**config.mk**
```make
export PLATFORM = sky130hd
export DESIGN_NAME = rms_estimator
export DESIGN_NICKNAME = d
export VERILOG_FILES = /design/src/rtl/rms_estimator.sv
export SDC_FILE = /design/constraint.sdc
export NUM_CORES = 1
export LEC_CHECK = 0
export ABC_CLOCK_PERIOD_IN_PS = 6500
export BUFFER_PORTS_ARGS = -buffer_cell sky130_fd_sc_hd__buf_4
export CAP_MARGIN = 20
export CORE_MARGIN = 8
export CORE_UTILIZATION = 55
export DETAILED_ROUTE_END_ITERATION = 10
export GPL_TIMING_DRIVEN = 0
export PLACE_DENSITY_LB_ADDON = 0.3
export SLEW_MARGIN = 20
export SYNTH_ARGS = -nofsm -noshare
export SYNTH_HDL_FRONTEND = slang
export SYNTH_SLANG_ARGS = --single-unit
```
**constraint.sdc**
```tcl
create_clock -name clk -period 6.5 [get_ports clk]
set_input_delay 0.65 -clock clk [delete_from_list [all_inputs] [get_ports clk]]
set_output_delay 0.65 -clock clk [all_outputs]
set_load 0.01 [all_outputs]
```
**src/rtl/rms_estimator.sv**
```systemverilog
// Windowed RMS estimator: square, sum over 2**LOG2_WIN samples, divide, then
// a bit-serial restoring integer square root publishing one value per window.
module rms_estimator #(
  parameter int SAMPLE_W = 16,
  parameter int LOG2_WIN = 6
) (
  input  logic                clk,
  input  logic                rst,
  input  logic                in_valid,
  input  logic [SAMPLE_W-1:0] in_sample,
  output logic                out_valid,
  output logic [SAMPLE_W-1:0] out_rms_val,
  output logic                busy
);

  localparam int SQ_W  = 2 * SAMPLE_W;
  localparam int ACC_W = SQ_W + LOG2_WIN;
  localparam int REM_W = SQ_W + 2;
  localparam int IT_W  = $clog2(SAMPLE_W);
  localparam logic [IT_W-1:0] LAST_IT = IT_W'(SAMPLE_W - 1);

  typedef enum logic {IDLE, SQRT} state_t;

  state_t state, state_nxt;

  logic signed [SQ_W-1:0] smp_ext, sq_prod;
  logic [SQ_W-1:0]        sq;
  logic                   sq_valid;
  logic [ACC_W-1:0]       acc, acc_sum;
  logic [LOG2_WIN-1:0]    cnt;
  logic                   win_close;

  logic [SQ_W-1:0]     rad;
  logic [REM_W-1:0]    rem, rem_sh, trial, rem_nxt;
  logic [SAMPLE_W-1:0] root, root_nxt;
  logic [IT_W-1:0]     iter;
  logic                last_iter;
  logic                rem_unused;

  // Sign-extend to full product width so the most negative sample squares correctly.
  assign smp_ext = signed'({{SAMPLE_W{in_sample[SAMPLE_W-1]}}, in_sample});
  assign sq_prod = smp_ext * smp_ext;

  always_ff @(posedge clk or posedge rst) begin
    if (rst) begin
      sq       <= '0;
      sq_valid <= 1'b0;
    end else begin
      sq_valid <= in_valid;
      if (in_valid) sq <= sq_prod;
    end
  end

  assign acc_sum   = acc + ACC_W'(sq);
  assign win_close = sq_valid && (cnt == '1);

  always_ff @(posedge clk or posedge rst) begin
    if (rst) begin
      acc <= '0;
      cnt <= '0;
    end else if (sq_valid) begin
      if (win_close) begin
        acc <= '0;
        cnt <= '0;
      end else begin
        acc <= acc_sum;
        cnt <= cnt + 1'b1;
      end
    end
  end

  // FSM: state register / next-state / outputs
  always_ff @(posedge clk or posedge rst) begin
    if (rst) state <= IDLE;
    else     state <= state_nxt;
  end

  always_comb begin
    state_nxt = state;
    case (state)
      IDLE: if (win_close)         state_nxt = SQRT;
      SQRT: if (iter == LAST_IT)   state_nxt = IDLE;
      default:                     state_nxt = IDLE;
    endcase
  end

  always_comb begin
    busy      = (state == SQRT);
    last_iter = (state == SQRT) && (iter == LAST_IT);
  end

  // One root bit per cycle: bring down two radicand bits, try (root<<2)|1.
  assign rem_unused = ^rem[REM_W-1 -: 2];
  assign rem_sh     = {rem[REM_W-3:0], rad[SQ_W-1 -: 2]};
  assign trial      = {{(REM_W-SAMPLE_W-2){1'b0}}, root, 2'b01};

  always_comb begin
    rem_nxt  = rem_sh;
    root_nxt = {root[SAMPLE_W-2:0], 1'b0};
    if (rem_sh >= trial) begin
      rem_nxt  = rem_sh - trial;
      root_nxt = {root[SAMPLE_W-2:0], 1'b1};
    end
  end

  // A window cannot close while busy since a window outlasts the root.
  always_ff @(posedge clk or posedge rst) begin
    if (rst) begin
      rad  <= '0;
      rem  <= '0;
      root <= '0;
      iter <= '0;
    end else if (win_close) begin
      rad  <= acc_sum[ACC_W-1:LOG2_WIN];
      rem  <= '0;
      root <= '0;
      iter <= '0;
    end else if (busy) begin
      rad  <= rad << 2;
      rem  <= rem_nxt;
      root <= root_nxt;
      iter <= iter + 1'b1;
    end
  end

  always_ff @(posedge clk or posedge rst) begin
    if (rst) begin
      out_valid   <= 1'b0;
      out_rms_val <= '0;
    end else begin
      out_valid <= last_iter;
      if (last_iter) out_rms_val <= root_nxt;
    end
  end

endmodule

```
==> results of run 1 <==
cells in the final DEF, fill, tap and decap left out, types with 9 or more instances in the layout:
| master | synthesis | routed |
|---|---|---|
| nand3_1 | 26 | 25 |
| and2_1 | 51 | 50 |
| nor2_1 | 115 | 114 |
| mux2_2 | 29 | 29 |
| o21a_1 | 14 | 14 |
| inv_1 | 395 | 392 |
| a211oi_1 | 39 | 37 |
| fa_1 | 235 | 230 |
| o31ai_1 | 10 | 10 |
| clkbuf_1 | 68 | 47 |
| xnor2_1 | 65 | 65 |
| a31oi_1 | 13 | 13 |
| nand2_1 | 160 | 157 |
| o21ai_0 | 91 | 88 |
| buf_6 | 5 | 13 |
| ha_1 | 139 | 129 |
| o21bai_1 | 13 | 11 |
| a31o_2 | 9 | 9 |
| xor2_1 | 44 | 44 |
| nor2b_1 | 28 | 28 |
| nand4_1 | 20 | 20 |
| mux2i_1 | 37 | 37 |
| clkbuf_16 | 0 | 17 |
| dfrtp_1 | 178 | 178 |
| nor3_1 | 18 | 17 |
| buf_4 | 0 | 45 |
| or3_1 | 11 | 11 |
| a21o_1 | 42 | 42 |
| a21oi_1 | 97 | 97 |
| o2bb2ai_1 | 21 | 21 |
flip-flops by register name, summed over array words and instances, names as in the netlist, 4 cells and up:
name,flops
acc,38
rad,32
rem,32
sq,31
out_rms_val,16
root,16
cnt,6
iter,4
metrics by stage:
stage	utilization	setup TNS, ps	instances	setup slack, ps	hold WS [ps]
after floorplan	-	0	2071	9.62	446
after CTS	0.602	0	2593	5.49	308
after global placement	0.583	-161590	2560	-1100	472
after global routing	0.609	-34.5	2596	-34.5	312
after detailed placement	0.584	-11010	2561	-1170	478
final	0.609	0	2596	201	316
cells by family (layout without fill, tap and decap cells):
logic type / count (synthesis) / after routing / synth area share
AO/OA/AOI/OAI: 397 / 397 / 0.134
flip-flops: 178 / 178 / 0.232
multiplexers: 66 / 66 / 0.0363
buffers and inverters: 477 / 547 / 0.0952
AND/OR/NAND/NOR: 470 / 470 / 0.117
adder cells (fa/ha/maj): 374 / 374 / 0.335
XOR/XNOR: 109 / 109 / 0.0497
worst paths after layout:
check                            to  slack, ps  depth (start not counted)    startpoint
max in group asynchronous    cnt[1]       5330                          3           rst
min reg2reg                  cnt[4]        490                          1        cnt[4]
max                          sq[30]        200                         22  in_sample[8]
max reg2reg                 acc[35]       2550                         10         sq[3]
min                        sq_valid        320                          1      in_valid
min in group asynchronous    sq[10]        330                          2           rst
final cells by class:
class,count,area (um^2)
multi-input combinational,1416,13100
clock inverter,13,128
clock buffer,19,443
inverter,395,1490
fill,2953,13500
buffer,77,420
sequential,178,4450
timing repair buffer,43,343
tap,455,569
worst max-delay path, cell delays in order:
cell,delay (ps)
buf_4,170
buf_6,170
nand2_1,110
inv_1,70
fa_1,530
inv_1,60
fa_2,580
fa_1,460
fa_1,550
inv_1,50
fa_1,450
fa_1,510
ha_2,310
o21ai_1,120
o21bai_2,140
a221oi_4,370
o211a_1,290
nor3b_2,90
or3_1,410
a31oi_1,210
xnor2_1,90
mux2_2,260
metal layers:
metal,vias up,GRT usage,part of all wire
met5,-,0,0
met2,436,0.373,0.48
li1,6830,-,-
met3,72,0.0449,0.068
met1,7306,0.305,0.44
met4,0,0.0609,0.018
timing repair:
| item | 4_1_cts | 5_1_grt |
|---|---|---|
| cloned | 0 | 0 |
| gates resized for setup | 22 | 78 |
| endpoints found under the setup margin | 12 | 10 |
| pin swaps | 4 | 14 |
| buffers inserted | 3 | 5 |
==> results.ini, run 1 <==
[yosys]
synth_top_area_share=0.245
postSynthAreaPerCell_um2=9.28
synthTopCellsByCount=inv_1, fa_1, dfrtp_1
yosys_warnings=0
synth_area_leaders=fa_1, dfrtp_1, ha_1, inv_1, nand2_1
synth_area_um2=19200
syn_inst=2071
ys_ff_latch=178
synth-edff-count=0
yosysMostFrequentCell=inv_1
seq_area_frac_synth=0.232
synth_cell_types=63
async_flop_share=1.00
synth_nets=2464
synthFlopType=dfrtp_1
synth_area_leader_cell=fa_1

[cells_and_area]
layout.nets=2521
final_area_um2=21000
post_route_cells_drive_above_1_share=0.0841
syn_to_final_growth_pct=9.25
num_antenna_cells=0

[clocking]
cts.sinks=178
cts_buffers=17
h-tree-depth=4
path_clk_slew_ps=70
cts_tree=built
holdBufCountCts=0
cts.path.max_buffers=2
root_buffer=clkbuf_16
clk_latency_ps=450

[route]
vias_per_cell=5.64
drtAntennaViolNets=0
drc=0
wl_per_cell_um=17.2
wl_um=44600
dr.first_iter.drc_count=1058
dr.pass1.iters=5
vias=14600

[timing]
fmax_ghz=0.159
setup_viol_count_final=0
skew_ps=10.7
hold_violations=0
finalCriticalPeriod_ps=6300
worst_pin_slew_ps=910
period_share=0.969
slew_headroom=0.388
maxSlewViolCount=0

[flow_run]
cap_violations=0

[critical_path]
critPathKind=in2reg
critPathLaunchType=primary input
critical_path_arrival_ps=6630
worst_ep_required_time_ps=6840
end_kind=flip-flop
cp_max_fo=10

[floorplan]
fp-row-count=68
start_util=0.558
fp.coreArea_um2=34500
ios=37
die_h_um=203
chipWidth_um=203
die_area_um2=41200

[grt]
grt_overflow=0
grt_pass1_wl_um=76400
grt_pass1_vias=15700
grt_max_degree=104
antenna_found_initial=0
grtUsageTotal=0.227

[placed_design]
hpwlAfterDp_um=35800
place_congestion=0.920
place_area_um2=20100
numPortBuffers=34

[status]
status=completed

[hold_path]
worstHoldPathType=in2reg

Power of run 1 is not shown: default switching activity piles up to over one toggle a cycle in this logic, so the estimate is an artifact.
==> run 2, diff against run 1 <==
PLACE_DENSITY = 0.83   (was default)
PLACE_DENSITY_LB_ADDON = default   (was 0.3)
==> results.ini, run 2 (synthesized netlist as in run 1, its figures left out) <==
[cells_and_area]
top_register=acc
final_cell_mix=inv_1, fa_1, dfrtp_1, nand2_1, ha_1
largest_registers=acc: 38 flops, rad: 32 flops, rem: 32 flops
post_route_cells_drive_above_1_share=0.0822
largest_register_ffs=38
stdcell_count=2595
layout_commonest_cell=inv_1
num_antenna_cells=0
layout.nets=2520
syn_to_final_growth_pct=9.24

[critical_path]
critPathMaxStageDelay_ps=550
cp_max_fo=10
reg2regPathDepth=10
crit_top_cell=fa_1
r2r-start=sq[3]
critPathLaunchType=primary input
regToRegSetupSlack_ps=2470
cp_num_buf_inv=7
critical_path_arrival_ps=6650
cp_cell_sequence=clkbuf_4 -> clkbuf_8 -> nand2_1 -> inv_1 -> fa_1 -> inv_1 -> fa_1 -> fa_1 -> inv_1 -> fa_1 -> fa_1 -> inv_1 -> fa_1 -> inv_1 -> ha_4 -> a211oi_2 -> o21ai_1 -> a221oi_2 -> o211a_1 -> nor3b_2 -> or3_1 -> a31oi_1 -> xnor2_1 -> mux2_2
critPathSlowestCell=fa_1
end_kind=flip-flop
worst_ep_required_time_ps=6820
rr_endpoint=acc[35]
startpoint=in_sample[3]
cp_top_family=adder cells
critPathKind=in2reg

[timing]
hold_violations=0
finalCriticalPeriod_ps=6320
fmax_ghz=0.158
worst_pin_slew_ps=842
period_share=0.973
slew_headroom=0.424
setup_viol_count_final=0
maxSlewViolCount=0
skew_ps=17.0

[floorplan]
fp-row-count=68
fp.coreArea_um2=34500
die_area_um2=41200
ios=37
start_util=0.558
die_h_um=203
chipWidth_um=203

[route]
wl_um=45100
drc=0
wl_per_cell_um=17.4
vias_per_cell=5.81
vias=15100
dr.first_iter.drc_count=1202
dr.pass1.iters=5
drtAntennaViolNets=0

[placed_design]
hpwlAfterDp_um=35400
numPortBuffers=34
place_congestion=0.967
placedCellCount=2561

[grt]
grt_use_met1=0.293
grtUsageMet3=0.0373
grt_overflow=0
grtUsageMet2=0.387
antenna_found_initial=1
grt_pass1_vias=16400
grt_max_degree=99
grt_pass1_wl_um=77800
grtUsageTotal=0.228
top_usage_layer=met2

[clocking]
root_buffer=clkbuf_16
path_clk_slew_ps=70
cts.sinks=178
holdBufCountCts=0
cts_buffers=17
cts_tree=built
cts.path.max_buffers=2
clk_latency_ps=440
h-tree-depth=4

[flow_run]
cap_violations=0

[status]
status=completed

[hold_path]
worstHoldPathType=in2async

-- run 2: timing repair --
item | CTS | global route
pin swaps | 5 | 12
resized for setup | 24 | 61
buffers inserted | 5 | 5
setup endpoints to repair | 12 | 11
-- run 2: final cells by class --
class	instances	area [um^2]
Fill cell	2767	13500
Tap cell	455	569
Timing Repair Buffer	45	362
Inverter	395	1490
Sequential cell	178	4450
Multi-Input combinational cell	1416	13100
Clock buffer	21	460
Clock inverter	11	128
Buffer	74	414
-- run 2: worst max path at each step --
stage / to / slack, ps / depth (start not counted)
3_5_place_dp: sq[30] / -1140 / 23
5_1_grt: sq[29] / -20 / 23
3_3_place_gp: sq[24] / -1000 / 23
6_report: sq[30] / 180 / 24
4_1_cts: sq[24] / 10 / 24
2_1_floorplan: sq[30] / 10 / 25
-- run 2: per-layer routing --
metal / share of wire / vias to the layer above
met5: 0.00029 / -
met4: 0.028 / 2
met3: 0.067 / 134
met2: 0.49 / 537
met1: 0.41 / 7564
li1: - / 6838
-- run 2: per-stage QoR --
step,setup TNS [ps],utilization,setup slack (ps),hold slack [ps],instance area [um^2]
2_1_floorplan,0,-,9.62,446,19300
3_3_place_gp,-142710,0.583,-1000,470,20100
3_5_place_dp,-10480,0.584,-1140,471,20100
4_1_cts,0,0.603,11.5,307,20800
5_1_grt,-19.9,0.609,-15.5,326,21000
6_report,0,0.609,178,292,21000
Power of run 2 is left out for the same reason.
==> run 3, diff against run 2 <==
PLACE_DENSITY = 0.81   (was 0.83)
TNS_END_PERCENT = 10   (was default)
==> results.ini, run 3 (synthesized netlist as in run 1, its figures left out) <==
[cells_and_area]
num_antenna_cells=0
syn_to_final_growth_pct=9.94
largest_register_ffs=38
layout_commonest_cell=inv_1
layout.nets=2524
final_cell_mix=inv_1, fa_1, dfrtp_1, nand2_1, ha_1
register_area_um2=4450
largest_registers=acc: 38 flops, rad: 32 flops, rem: 32 flops
post_route_cells_drive_above_1_share=0.0858
layout.filler_cells=2747
multiInputGateArea_um2=13100
top_register=acc
final_area_um2=21100

[timing]
period_share=0.975
finalCriticalPeriod_ps=6340
setup_viol_count_final=0
rsz0062_at_grt=yes
skew_ps=13.9
setup_ws_ps=160
worst_pin_slew_ps=825
maxSlewViolCount=0
hold_violations=0
slew_headroom=0.436
fmax_ghz=0.158

[grt]
grt_pass1_vias=16100
grtUsageTotal=0.225
antenna_found_initial=2
grt_pass1_wl_um=76900
grt_overflow=0
grt_max_degree=93

[route]
wl_per_cell_um=17.4
wl_met2_um=22200
met1_length_um=19100
drc=0
maxUsedRoutingLayer=met4
drtAntennaViolNets=0
dr.pass1.iters=5
met3_length_um=3020
dr.first_iter.drc_count=1198
wl_um=45300
vias=15100
vias_per_cell=5.80

[clocking]
root_buffer=clkbuf_16
clk_latency_ps=440
path_clk_slew_ps=70
h-tree-depth=4
cts.path.max_buffers=2
holdBufCountCts=0
cts_tree=built
cts.sinks=178
cts_buffers=17

[critical_path]
worst_ep_required_time_ps=6830
cp_num_buf_inv=5
cp_top_family=adder cells
critPathLaunchType=primary input
critPathSlowestCell=fa_2
cp_cell_sequence=clkbuf_4 -> clkbuf_16 -> nand2_1 -> inv_1 -> fa_1 -> inv_1 -> fa_2 -> fa_2 -> fa_1 -> inv_1 -> fa_1 -> fa_1 -> ha_4 -> o21ai_0 -> o21bai_1 -> a221oi_2 -> o211a_1 -> nor3b_2 -> or3_1 -> a31oi_1 -> xnor2_1 -> mux2_2
crit_top_cell=fa_1
critical_path_arrival_ps=6670
end_kind=flip-flop
cp_max_fo=10
critPathMaxStageDelay_ps=580
critPathKind=in2reg

[placed_design]
place_congestion=0.951
pre_cts_ws_ps=-1270
numPortBuffers=34
place_area_um2=20100
hpwlAfterDp_um=35600

[floorplan]
fp.coreArea_um2=34500
die_h_um=203
chipWidth_um=203
fp-row-count=68
start_util=0.558
ios=37
die_area_um2=41200

[hold_path]
worstHoldPathType=in2async

[status]
status=completed

[flow_run]
cap_violations=0

[run 3: path summary, 6_finish.rpt]
check                                 from               to  slack [ps]  cells past startpoint
min in group clk                  in_valid         sq_valid         320                      1
min reg2reg                out_rms_val[12]  out_rms_val[12]         480                      2
max                           in_sample[3]           sq[30]         160                     22
max in group asynchronous              rst          iter[0]        5320                      3
max reg2reg                          sq[2]          acc[35]        2590                     10
min                                    rst           acc[3]         320                      2
[run 3: layout make-up]
type | instances | area share
Tap cell | 455 | 0.0270
Inverter | 395 | 0.0707
Clock inverter | 11 | 0.00829
Sequential cell | 178 | 0.211
Buffer | 77 | 0.0222
Clock buffer | 21 | 0.0223
Timing Repair Buffer | 46 | 0.0175
Multi-Input combinational cell | 1416 | 0.621
[run 3: worst reg2reg max path, stage by stage (launching register included)]
cell,delay [ps]
dfrtp_1,410
ha_1,360
nand4_1,100
a21oi_1,190
a41oi_1,300
a2111oi_0,850
o311ai_0,370
a31oi_1,550
nand3_1,240
or3_1,340
o21ai_0,110
[run 3: timing repair]
item                                    CTS  global route
endpoints found under the setup margin   12            10
pin swaps                                 7            15
resized for setup                        34            63
setup buffers                             2             9
[run 3: through the flow]
step | hold slack, ps | cells | utilization | TNS [ps]
floorplan | 446 | 2071 | - | 0
global placement | 469 | 2560 | 0.583 | -146170
detailed placement | 474 | 2561 | 0.584 | -11660
CTS | 319 | 2592 | 0.605 | 0
global route | 313 | 2599 | 0.613 | -90.6
finish | 318 | 2599 | 0.613 | 0
[run 3: layer usage]
layer	vias to the layer above	GRT usage
met5	-	0
met4	0	0.0663
li1	6842	-
met3	101	0.0386
met1	7593	0.300
met2	543	0.374
Power of run 3 is left out for the same reason.
